$ cat src/rtl/saa_wb_collector_if.sv
// Bus bundle for saa_wb_collector: per-lane SA write-back inputs and the single
// output-SRAM write port. The collector uses the slave view; the SA array and SRAM use master.
interface saa_wb_collector_if #(
    parameter int SA_NUM = 4,
    parameter int ADDR_W = 12,
    parameter int DATA_W = 16
);
    logic [SA_NUM-1:0]        wb_valid;
    logic [SA_NUM*ADDR_W-1:0] wb_addr;
    logic [SA_NUM*DATA_W-1:0] wb_data;
    logic [SA_NUM-1:0]        wb_almost_full;
    logic                     sram_w_en;
    logic [ADDR_W-1:0]        sram_w_addr;
    logic [DATA_W-1:0]        sram_w_data;
    logic                     sram_w_ready;

    modport slave (
        input  wb_valid, wb_addr, wb_data, sram_w_ready,
        output wb_almost_full, sram_w_en, sram_w_addr, sram_w_data
    );

    modport master (
        output wb_valid, wb_addr, wb_data, sram_w_ready,
        input  wb_almost_full, sram_w_en, sram_w_addr, sram_w_data
    );
endinterface

$ cat src/rtl/saa_wb_collector.sv
// Write-back collector: per-lane FIFOs drained round-robin into one registered SRAM write slot.
// Optional error tracking (overflow flags, drop counter) is enabled by defining SAA_WB_ERR_EN.
module saa_wb_collector #(
    parameter int SA_NUM     = 4,
    parameter int ADDR_W     = 12,
    parameter int DATA_W     = 16,
    parameter int FIFO_DEPTH = 4
) (
    input  logic              clk,
    input  logic              resetn,
    saa_wb_collector_if.slave bus,
    input  logic              err_clr,
    output logic              wb_idle,
    output logic [SA_NUM-1:0] wb_overflow,
    output logic [7:0]        wb_drop_cnt
);
    localparam int LANE_W  = $clog2(SA_NUM);
    localparam int PTR_W   = $clog2(FIFO_DEPTH);
    localparam int ENTRY_W = ADDR_W + DATA_W;
    localparam logic [PTR_W:0] FULL_CNT = (PTR_W+1)'(FIFO_DEPTH);
    localparam logic [PTR_W:0] AF_CNT   = (PTR_W+1)'(FIFO_DEPTH - 1);

    logic [ENTRY_W-1:0] fifo_mem [SA_NUM][FIFO_DEPTH];
    logic [PTR_W:0]     wr_ptr   [SA_NUM];
    logic [PTR_W:0]     rd_ptr   [SA_NUM];
    logic [PTR_W:0]     fifo_cnt [SA_NUM];
    logic [PTR_W:0]     cnt_next [SA_NUM];

    logic [SA_NUM-1:0]  fifo_full;
    logic [SA_NUM-1:0]  fifo_empty;
    logic [SA_NUM-1:0]  push;
    logic [SA_NUM-1:0]  pop;
    logic [SA_NUM-1:0]  drop;
    logic [SA_NUM-1:0]  almost_full_q;

    logic [LANE_W-1:0]  rr_ptr;
    logic [LANE_W-1:0]  grant_idx;
    logic [LANE_W-1:0]  scan_idx;
    logic               grant_valid;
    logic               slot_load;
    logic [ENTRY_W-1:0] head_entry;

    logic               en_q;
    logic [ADDR_W-1:0]  addr_q;
    logic [DATA_W-1:0]  data_q;

    // The extra pointer bit separates full from empty when the index bits match.
    always_comb begin
        fifo_full  = '0;
        fifo_empty = '0;
        for (int i = 0; i < SA_NUM; i++) begin
            fifo_cnt[i]   = wr_ptr[i] - rd_ptr[i];
            fifo_empty[i] = (wr_ptr[i] == rd_ptr[i]);
            fifo_full[i]  = (fifo_cnt[i] == FULL_CNT);
        end
    end

    always_comb begin
        grant_valid = 1'b0;
        grant_idx   = '0;
        scan_idx    = '0;
        for (int k = 0; k < SA_NUM; k++) begin
            scan_idx = rr_ptr + LANE_W'(k);
            if (!grant_valid && !fifo_empty[scan_idx]) begin
                grant_valid = 1'b1;
                grant_idx   = scan_idx;
            end
        end
    end

    assign slot_load  = !en_q || bus.sram_w_ready;
    assign head_entry = fifo_mem[grant_idx][rd_ptr[grant_idx][PTR_W-1:0]];

    // A full lane can still accept a push in the cycle its head is popped.
    always_comb begin
        push = '0;
        pop  = '0;
        drop = '0;
        for (int i = 0; i < SA_NUM; i++) begin
            pop[i]      = slot_load && grant_valid && (grant_idx == LANE_W'(i));
            push[i]     = bus.wb_valid[i] && (!fifo_full[i] || pop[i]);
            drop[i]     = bus.wb_valid[i] && fifo_full[i] && !pop[i];
            cnt_next[i] = fifo_cnt[i] + (PTR_W+1)'(push[i]) - (PTR_W+1)'(pop[i]);
        end
    end

    always_ff @(posedge clk) begin
        for (int i = 0; i < SA_NUM; i++) begin
            if (push[i]) begin
                fifo_mem[i][wr_ptr[i][PTR_W-1:0]] <= {bus.wb_addr[i*ADDR_W +: ADDR_W],
                                                      bus.wb_data[i*DATA_W +: DATA_W]};
            end
        end
    end

    always_ff @(posedge clk or negedge resetn) begin
        if (!resetn) begin
            almost_full_q <= '0;
            for (int i = 0; i < SA_NUM; i++) begin
                wr_ptr[i] <= '0;
                rd_ptr[i] <= '0;
            end
        end else begin
            for (int i = 0; i < SA_NUM; i++) begin
                if (push[i]) wr_ptr[i] <= wr_ptr[i] + (PTR_W+1)'(1);
                if (pop[i])  rd_ptr[i] <= rd_ptr[i] + (PTR_W+1)'(1);
                almost_full_q[i] <= (cnt_next[i] >= AF_CNT);
            end
        end
    end

    // The slot only reloads once its current write is accepted; otherwise it holds.
    always_ff @(posedge clk or negedge resetn) begin
        if (!resetn) begin
            en_q   <= 1'b0;
            addr_q <= '0;
            data_q <= '0;
            rr_ptr <= '0;
        end else if (slot_load) begin
            en_q <= grant_valid;
            if (grant_valid) begin
                addr_q <= head_entry[ENTRY_W-1:DATA_W];
                data_q <= head_entry[DATA_W-1:0];
                rr_ptr <= grant_idx + LANE_W'(1);
            end
        end
    end

    assign bus.sram_w_en      = en_q;
    assign bus.sram_w_addr    = addr_q;
    assign bus.sram_w_data    = data_q;
    assign bus.wb_almost_full = almost_full_q;
    assign wb_idle            = (&fifo_empty) && !en_q;

`ifdef SAA_WB_ERR_EN
    logic [SA_NUM-1:0] overflow_q;
    logic [7:0]        drop_cnt_q;
    logic [15:0]       drop_sum;

    always_comb begin
        drop_sum = {8'd0, drop_cnt_q};
        for (int i = 0; i < SA_NUM; i++) begin
            drop_sum = drop_sum + 16'(drop[i]);
        end
    end

    // Clear takes priority, so a drop coinciding with err_clr is not recorded.
    always_ff @(posedge clk or negedge resetn) begin
        if (!resetn) begin
            overflow_q <= '0;
            drop_cnt_q <= '0;
        end else if (err_clr) begin
            overflow_q <= '0;
            drop_cnt_q <= '0;
        end else begin
            overflow_q <= overflow_q | drop;
            drop_cnt_q <= (drop_sum > 16'd255) ? 8'hFF : drop_sum[7:0];
        end
    end

    assign wb_overflow = overflow_q;
    assign wb_drop_cnt = drop_cnt_q;
`else
    logic unused_err;
    assign unused_err  = ^{err_clr, drop};
    assign wb_overflow = '0;
    assign wb_drop_cnt = '0;
`endif

endmodule

$ cat src/flat_wrapper.sv
// flat-port wrapper written by rule: the top's interface ports become plain ports
module saa_wb_collector_flat 
#(
    parameter int SA_NUM     = 4,
    parameter int ADDR_W     = 12,
    parameter int DATA_W     = 16,
    parameter int FIFO_DEPTH = 4
)
  (clk, resetn, err_clr, wb_idle, wb_overflow, wb_drop_cnt, bus_wb_valid, bus_wb_addr, bus_wb_data, bus_sram_w_ready, bus_wb_almost_full, bus_sram_w_en, bus_sram_w_addr, bus_sram_w_data);
  saa_wb_collector_if #(.SA_NUM(SA_NUM), .ADDR_W(ADDR_W), .DATA_W(DATA_W)) bus_i ();
  input  logic clk;
  input  logic resetn;
  input  logic err_clr;
  output logic wb_idle;
  output logic [SA_NUM-1:0] wb_overflow;
  output logic [7:0] wb_drop_cnt;
  input wire logic [$bits(bus_i.wb_valid)-1:0] bus_wb_valid;
  input wire logic [$bits(bus_i.wb_addr)-1:0] bus_wb_addr;
  input wire logic [$bits(bus_i.wb_data)-1:0] bus_wb_data;
  input wire logic [$bits(bus_i.sram_w_ready)-1:0] bus_sram_w_ready;
  output wire logic [$bits(bus_i.wb_almost_full)-1:0] bus_wb_almost_full;
  output wire logic [$bits(bus_i.sram_w_en)-1:0] bus_sram_w_en;
  output wire logic [$bits(bus_i.sram_w_addr)-1:0] bus_sram_w_addr;
  output wire logic [$bits(bus_i.sram_w_data)-1:0] bus_sram_w_data;
  assign bus_i.wb_valid = bus_wb_valid;
  assign bus_i.wb_addr = bus_wb_addr;
  assign bus_i.wb_data = bus_wb_data;
  assign bus_i.sram_w_ready = bus_sram_w_ready;
  assign bus_wb_almost_full = bus_i.wb_almost_full;
  assign bus_sram_w_en = bus_i.sram_w_en;
  assign bus_sram_w_addr = bus_i.sram_w_addr;
  assign bus_sram_w_data = bus_i.sram_w_data;
  saa_wb_collector #(.SA_NUM(SA_NUM), .ADDR_W(ADDR_W), .DATA_W(DATA_W), .FIFO_DEPTH(FIFO_DEPTH)) u_core (.clk(clk), .resetn(resetn), .bus(bus_i), .err_clr(err_clr), .wb_idle(wb_idle), .wb_overflow(wb_overflow), .wb_drop_cnt(wb_drop_cnt));
endmodule
$ cat config.mk
export PLATFORM = sky130hd
export DESIGN_NAME = saa_wb_collector_flat
export DESIGN_NICKNAME = d
export VERILOG_FILES = /design/src/rtl/saa_wb_collector_if.sv /design/src/rtl/saa_wb_collector.sv /design/src/flat_wrapper.sv
export SDC_FILE = /design/constraint.sdc
export NUM_CORES = 1
export LEC_CHECK = 0
export ABC_AREA = 1
export CAP_MARGIN = 20
export CORE_UTILIZATION = 29
export CTS_BUF_LIST = sky130_fd_sc_hd__clkbuf_2 sky130_fd_sc_hd__clkbuf_4 sky130_fd_sc_hd__clkbuf_8
export CTS_CLUSTER_SIZE = 28
export DETAILED_ROUTE_END_ITERATION = 8
export HOLD_SLACK_MARGIN = 0.1
export MAX_ROUTING_LAYER = met4
export PLACE_DENSITY = 0.43
export SLEW_MARGIN = 0
export SYNTH_ARGS = -nofsm -noshare
export SYNTH_HDL_FRONTEND = slang
export SYNTH_SLANG_ARGS = --single-unit
$ cat constraint.sdc
create_clock -name clk -period 4.3 [get_ports clk]
set_input_delay 0.645 -clock clk [delete_from_list [all_inputs] [get_ports clk]]
set_output_delay 0.645 -clock clk [all_outputs]
set_load 0.02 [all_outputs]
==> results of run 1 <==
-- layer usage --
metal | global-route usage | part of all wire
met5 | - | 0
met4 | 0.0598 | 0.021
met3 | 0.0331 | 0.062
met2 | 0.294 | 0.45
met1 | 0.271 | 0.47
-- worst register-to-register path, delay by kind of cell, from the launching register on --
kind,cells,cell delay [ns]
AND/OR/NAND/NOR,14,1.58
buffers and inverters,4,1.56
flip-flops,1,0.40
adder cells (fa/ha/maj),1,0.30
-- cell families (layout without fill, tap and decap cells) --
group                    Yosys count  count (layout)  synth area share
AND/OR/NAND/NOR                 1210            1210             0.241
flip-flops                       507             507             0.664
buffers and inverters            214             424            0.0519
adder cells (fa/ha/maj)           41              41            0.0255
XOR/XNOR                          32              32            0.0128
AO/OA/AOI/OAI                     18              18           0.00473
other                              1              16          0.000167
-- registers in the layout, indices dropped and copies added, names as in the netlist --
name	count
u_core.fifo_mem	448
u_core.bus.sram_w_addr	12
u_core.bus.sram_w_data	16
u_core.rr_ptr	2
u_core.rd_ptr	12
u_core.wr_ptr	12
u_core.bus.sram_w_en	1
u_core.bus.wb_almost_full	4
-- path summary, 6_finish.rpt --
check	from	to	slack (ns)	cells past startpoint
worst min register to register	u_core.bus.sram_w_data[2]$_DFFE_PN0P_	u_core.bus.sram_w_data[2]$_DFFE_PN0P_	0.48	2
min in group clk	u_core.bus.sram_w_data[2]$_DFFE_PN0P_	u_core.bus.sram_w_data[2]$_DFFE_PN0P_	0.48	2
worst max-delay path	u_core.wr_ptr[9]$_DFFE_PN0P_	u_core.bus.sram_w_addr[7]$_DFFE_PN0P_	0.40	19
max in group asynchronous	resetn	u_core.bus.sram_w_addr[5]$_DFFE_PN0P_	3.52	1
worst max register to register	u_core.wr_ptr[9]$_DFFE_PN0P_	u_core.bus.sram_w_addr[7]$_DFFE_PN0P_	0.40	19
worst min-delay path	resetn	u_core.bus.sram_w_data[10]$_DFFE_PN0P_	0.11	1
-- layout by cell type (no fill, tap or decap), types with 4 or more instances in the layout --
cell,count
sky130_fd_sc_hd__diode_2,4
sky130_fd_sc_hd__ha_1,33
sky130_fd_sc_hd__bufinv_16,5
sky130_fd_sc_hd__nor2_1,7
sky130_fd_sc_hd__xor2_1,21
sky130_fd_sc_hd__nand2_1,591
sky130_fd_sc_hd__buf_4,14
sky130_fd_sc_hd__dfrtp_1,59
sky130_fd_sc_hd__xnor2_1,10
sky130_fd_sc_hd__clkbuf_8,92
sky130_fd_sc_hd__o21ai_0,8
sky130_fd_sc_hd__nor2_4,17
sky130_fd_sc_hd__clkbuf_4,28
sky130_fd_sc_hd__nand3_1,561
sky130_fd_sc_hd__fa_1,8
sky130_fd_sc_hd__buf_12,22
sky130_fd_sc_hd__inv_1,70
sky130_fd_sc_hd__conb_1,12
sky130_fd_sc_hd__edfxtp_1,448
sky130_fd_sc_hd__nand2_2,13
sky130_fd_sc_hd__clkinv_1,19
sky130_fd_sc_hd__nand4_1,4
sky130_fd_sc_hd__inv_2,4
sky130_fd_sc_hd__clkinv_2,15
sky130_fd_sc_hd__clkdlybuf4s50_1,151
-- through the flow --
step	std cells	util
finish	3278	0.353
global route	3277	0.353
CTS	3274	0.353
detailed placement	3113	0.329
global placement	3113	0.329
floorplan	2034	-
-- final cells by class --
class,instances,area [um^2],area share
Antenna cell,4,10.0,0.000372
Clock buffer,120,1480,0.0548
Clock inverter,41,315,0.0117
Inverter,75,283,0.0105
Multi-Input combinational cell,1313,6560,0.244
Sequential cell,507,14900,0.554
Tap cell,1030,1290,0.0478
Timing Repair Buffer,188,2070,0.0768
==> metrics.log, run 1 <==
[metrics] routability congestion estimate: 0.814
[metrics] total number of clock tree sinks: 507
[metrics] final setup slack of the worst path: 0.396 ns
[metrics] overall routing resource usage: 0.196
[metrics] total overflow reported by the global router: 0
[metrics] drt drc: 0
[metrics] Root Buffer: sky130_fd_sc_hd__clkbuf_8
[metrics] worst slack, placed: 0.181 ns
[metrics] core area: 76300 um^2
[metrics] CP Data Required Time: 4.89 ns
[metrics] first-pass iteration count of the detailed router: 5
[metrics] Worst Setup Start Kind: register
[metrics] endpoints failing setup: 0
[metrics] Hold Slack: 0.109 ns
[metrics] worst-margin pin slew: 1.04 ns
[metrics] via count of the first global-routing pass: 15500
[metrics] Avg Vias per Cell: 4.80
[metrics] relative area change from synthesis to final layout: 19.7%
[metrics] maximum number of pins on one net before global-route repair: 187
[metrics] crit path DAT: 4.50 ns
[metrics] Total Die Area: 78700 um^2
[metrics] highest fanout seen on the critical path: 186
[metrics] Finished Cell Area: 26900 um^2
[metrics] Mapped Avg Cell Area: 11.1 um^2
[metrics] synthesized cell area: 22500 um^2
[metrics] setup bufs post-CTS: 0
[metrics] most frequently used cell type in the post-synthesis netlist: sky130_fd_sc_hd__nand2_1
[metrics] Placement Rows: 101
[metrics] Starting Density: 0.295
[metrics] Post-CTS Hold Buffers: 0
[metrics] via count of the routed design: 15700
[metrics] Layout Nets: 2335
[metrics] number of flip-flops and latches in the synthesized netlist: 507
[metrics] FILL cells: 7632
[metrics] Max Buffers Root-to-Sink: 3
[metrics] count of different cell masters after synthesis: 36
[metrics] global-route wire length before repair: 108 mm
[metrics] proportion of layout cells with a drive suffix above 1: 0.102
[metrics] portion of the post-synthesis area used by sequential elements: 0.664
[metrics] clock skew after layout: 0.0243 ns
[metrics] area post-placement: 25100 um^2
[metrics] Post-synth top flop: sky130_fd_sc_hd__edfxtp_1
[metrics] sum of net half-perimeters after detailed placement: 41.6 mm
[metrics] cell breakdown of the critical path: inv_1 -> ha_1 -> nand2_1 -> inv_2 -> nand3_1 -> nand2_1 -> nand2_1 -> nand2_2 -> nand4_4 -> buf_12 -> buf_4 -> nand3_1 -> nand3_1 -> nand2_1 -> nand2_1 -> nand3_1 -> nand2_1 -> nand2_1 -> nand2_1
[metrics] result of the run: completed
[metrics] RSZ-0062 raised after global routing: false
[metrics] CTS tree: done
[metrics] Die Height: 281 um
[metrics] cell types with the highest counts after synthesis: 593 x sky130_fd_sc_hd__nand2_1, 561 x sky130_fd_sc_hd__nand3_1, 448 x sky130_fd_sc_hd__edfxtp_1, 81 x sky130_fd_sc_hd__buf_2, 70 x sky130_fd_sc_hd__inv_1
[metrics] highest clock frequency the design can meet: 0.256 GHz
[metrics] Sum Neg Setup Slack: 0 ns
[metrics] path category of the worst min-delay check: primary input to asynchronous set/reset pin
[metrics] fraction of registers with async set or reset after synthesis: 0.116
[metrics] family with the most delay on the worst path: simple AND/OR/NAND/NOR gates
[metrics] number of synthesized flops with an enable pin: 448
[metrics] routed wire length: 74.9 mm
[metrics] period utilization: 0.908
[metrics] Setup CP Type: register to register
[metrics] count of cells resized by post-cts repair: 0
[metrics] number of CTS-inserted buffers: 89
[metrics] sum of buffers and inverters on the critical path: 4
[metrics] H-tree level count: 3
[metrics] max-slew violation count: 0
[metrics] number of top-level pins: 166
[metrics] share of the synthesized area in the top cell type: 0.598
[metrics] Final Hold Violating Endpoints: 0
[metrics] starting DRC count in detailed routing: 1328
[metrics] gate count of the mapped netlist: 2023
[metrics] count of input and output buffers: 152
[metrics] max-cap violations: 0
[metrics] endpoint type of the worst setup path: register
[metrics] most used cell, CP: sky130_fd_sc_hd__nand2_1
[metrics] Crit path largest cell delay: 0.61 ns
[metrics] final critical path time including I/O delays and setup: 3.90 ns
[metrics] die outline width: 281 um
[metrics] number of warnings reported in the yosys synthesis log: 0
[metrics] Worst-Skew Late Latency: 0.67 ns
[metrics] Avg WL per Cell: 22.8 um
[metrics] number of antenna violations at the first check in global routing: 6
[metrics] count of antenna-violating nets left after detailed routing: 0
[metrics] cell taking the most area after synthesis: sky130_fd_sc_hd__edfxtp_1
[metrics] Slew Limit Headroom: 0.310
[metrics] largest cells by area after synthesis: sky130_fd_sc_hd__edfxtp_1 60%, sky130_fd_sc_hd__nand3_1 12%, sky130_fd_sc_hd__nand2_1 9.9%
[metrics] CTS clock-pin slew for the worst setup and hold paths: 0.06 ns
[metrics] Crit-path slowest cell: sky130_fd_sc_hd__buf_12
Power of run 1 is not shown: default switching activity piles up to over one toggle a cycle in this logic, so the estimate is an artifact.
==> run 2: changes to the inputs <==
- CAP_MARGIN: 20 -> not set
==> results of run 2 <==
Same layout as run 1: the final DEF is identical, and so are final timing and power.
Power of run 2 is left out for the same reason.
==> run 3: changes to the inputs <==
- CORE_UTILIZATION: 29 -> 45
- PLACE_DENSITY: 0.43 -> 0.62
==> run 3 against run 2 <==
Effect of this change: die area is 35% lower; global-route usage is 6.6 points higher; worst hold slack better by 0.031 ns; critical path type unchanged; via count is 1.4% higher; first-iteration DRC count is 29% higher.
==> metrics.log, run 3 (synthesis gave the netlist of run 1 again) <==
[metrics] result of the run: completed
[metrics] routability congestion estimate: 0.846 (+3.9%)
[metrics] max reg flops: 448 (unchanged)
[metrics] proportion of layout cells with a drive suffix above 1: 0.106 (+0.00333)
[metrics] fin util: 0.538 (+0.185)
[metrics] H-tree level count: 3 (unchanged)
[metrics] drt drc: 0 (unchanged)
[metrics] Max Buffers Root-to-Sink: 3 (unchanged)
[metrics] Placement Rows: 81 (-20%)
[metrics] crit path DAT: 4.52 ns (+0.02 ns)
[metrics] worst slack, placed: 0.242 ns (+0.0607 ns)
[metrics] top library cells by usage in the layout, fill and taps aside: 591 x sky130_fd_sc_hd__nand2_1, 561 x sky130_fd_sc_hd__nand3_1, 448 x sky130_fd_sc_hd__edfxtp_1
[metrics] Final Hold Violating Endpoints: 0 (unchanged)
[metrics] sum of buffers and inverters on the critical path: 5 (+1)
[metrics] number of CTS-inserted buffers: 84 (-5.6%)
[metrics] Post-CTS Hold Buffers: 0 (unchanged)
[metrics] Worst-Skew Late Latency: 0.67 ns (about the same)
[metrics] CTS tree: done
[metrics] endpoint type of the worst setup path: register
[metrics] max-slew violation count: 0 (unchanged)
[metrics] Sum Neg Setup Slack: 0 ns (unchanged)
[metrics] Crit path largest cell delay: 0.71 ns (+0.10 ns)
[metrics] highest fanout seen on the critical path: 77 (-59%)
[metrics] Worst Setup Start Kind: register
[metrics] Slew Limit Headroom: 0.283 (-0.0271)
[metrics] count of cells resized by post-cts repair: 0 (unchanged)
[metrics] Crit-path slowest cell: sky130_fd_sc_hd__buf_4
[metrics] sum of net half-perimeters after detailed placement: 37.0 mm (-11%)
[metrics] leading cell type in the layout, fill and taps excluded: sky130_fd_sc_hd__nand2_1
[metrics] Avg WL per Cell: 21.9 um (-4.0%)
[metrics] RSZ-0062 raised after global routing: false
[metrics] Die Height: 226 um (-20%)
[metrics] area post-placement: 24700 um^2 (-1.9%)
[metrics] worst-margin pin slew: 1.08 ns (+0.0406 ns)
[metrics] overall routing resource usage: 0.262 (+0.0655)
[metrics] number of antenna violations at the first check in global routing: 1 (-5)
[metrics] Avg Vias per Cell: 5.47 (+14%)
[metrics] setup bufs post-CTS: 0 (unchanged)
[metrics] most used cell, CP: sky130_fd_sc_hd__nand2_1
[metrics] Layout Nets: 2339 (+0.17%)
[metrics] core area: 49200 um^2 (-36%)
[metrics] endpoints failing setup: 0 (unchanged)
[metrics] family with the most delay on the worst path: simple AND/OR/NAND/NOR gates
[metrics] CTS clock-pin slew for the worst setup and hold paths: 0.06 ns (about the same)
[metrics] total overflow reported by the global router: 0 (unchanged)
[metrics] launch instance of the worst register-to-register path: u_core.wr_ptr[9]$_DFFE_PN0P_
[metrics] relative area change from synthesis to final layout: 17.5%
[metrics] count of antenna-violating nets left after detailed routing: 0 (unchanged)
[metrics] path category of the worst min-delay check: primary input to asynchronous set/reset pin
[metrics] Setup CP Type: register to register
[metrics] starting DRC count in detailed routing: 1716 (+29%)
[metrics] final setup slack of the worst path: 0.329 ns (-0.0666 ns)
[metrics] maximum number of pins on one net before global-route repair: 198 (+5.9%)
[metrics] routed wire length: 63.9 mm (-15%)
[metrics] CP Data Required Time: 4.85 ns (-0.04 ns)
[metrics] highest clock frequency the design can meet: 0.252 GHz (-1.7%)
[metrics] first-pass iteration count of the detailed router: 5 (unchanged)
[metrics] clock skew after layout: 0.0304 ns (+0.00618 ns)
[metrics] start point of the critical path: u_core.wr_ptr[9]$_DFFE_PN0P_
[metrics] Finished Cell Area: 26400 um^2 (-1.8%)
[metrics] via count of the routed design: 15900 (+1.4%)
[metrics] Root Buffer: sky130_fd_sc_hd__clkbuf_8
[metrics] total number of clock tree sinks: 507 (unchanged)
[metrics] die outline width: 226 um (-20%)
[metrics] count of input and output buffers: 152 (unchanged)
[metrics] global-route wire length before repair: 94.8 mm (-12%)
[metrics] max-cap violations: 0 (unchanged)
[metrics] final critical path time including I/O delays and setup: 3.97 ns (+0.0666 ns)
[metrics] via count of the first global-routing pass: 15700 (+1.4%)
[metrics] cell breakdown of the critical path: inv_1 -> ha_1 -> nand2_1 -> inv_2 -> nand3_1 -> nand2_1 -> nand2_1 -> nand2_2 -> nand4_1 -> nand3_4 -> clkinv_2 -> buf_4 -> nand3_1 -> nand2_2 -> buf_4 -> nand2_1 -> nand3_1 -> nand2_1 -> nand2_1 -> nand2_1
[metrics] period utilization: 0.923 (+0.0155)
[metrics] Total Die Area: 50900 um^2 (-35%)
[metrics] Starting Density: 0.458 (+0.163)
[metrics] number of top-level pins: 166 (unchanged)
-- run 3: cell count changes in the layout (fill, tap and decap cells not counted), sizes merged --
cell / change
inv: +4
buf: +8
clkinv: -3
diode: -3
clkbuf: -4
bufinv: -1
clkinvlp: +1
-- run 3: cell type report --
cell class | instances | area [um^2]
fill | 4194 | 22700
clock inverter | 42 | 322
inverter | 75 | 283
antenna | 1 | 2.50
multi-input combinational | 1313 | 6570
tap | 664 | 831
clock buffer | 115 | 1420
timing repair buffer | 197 | 2080
sequential | 507 | 14900
-- run 3: path summary, 6_finish.rpt --
check,endpoint,cells after the start,slack (ns)
worst min register to register,u_core.bus.sram_w_data[2]$_DFFE_PN0P_,2,0.48
max in group asynchronous,u_core.bus.sram_w_data[14]$_DFFE_PN0P_,1,3.50
worst max register to register,u_core.bus.sram_w_data[11]$_DFFE_PN0P_,20,0.33
worst min-delay path,u_core.bus.sram_w_data[7]$_DFFE_PN0P_,1,0.14
worst max-delay path,u_core.bus.sram_w_data[11]$_DFFE_PN0P_,20,0.33
min in group clk,u_core.bus.sram_w_data[2]$_DFFE_PN0P_,2,0.48
-- run 3: through the flow --
step	cells	hold slack, ns
after floorplan	2034	0.349
after CTS	2912	0.137
after global placement	2755	0.466
after global routing	2914	0.195
final	2914	0.140
after detailed placement	2755	0.470
-- run 3: layer usage --
layer | track usage | part of all wire
met5 | - | 0
met4 | 0.0873 | 0.023
met2 | 0.400 | 0.47
met3 | 0.0394 | 0.078
met1 | 0.359 | 0.43
Power of run 3 is left out for the same reason.
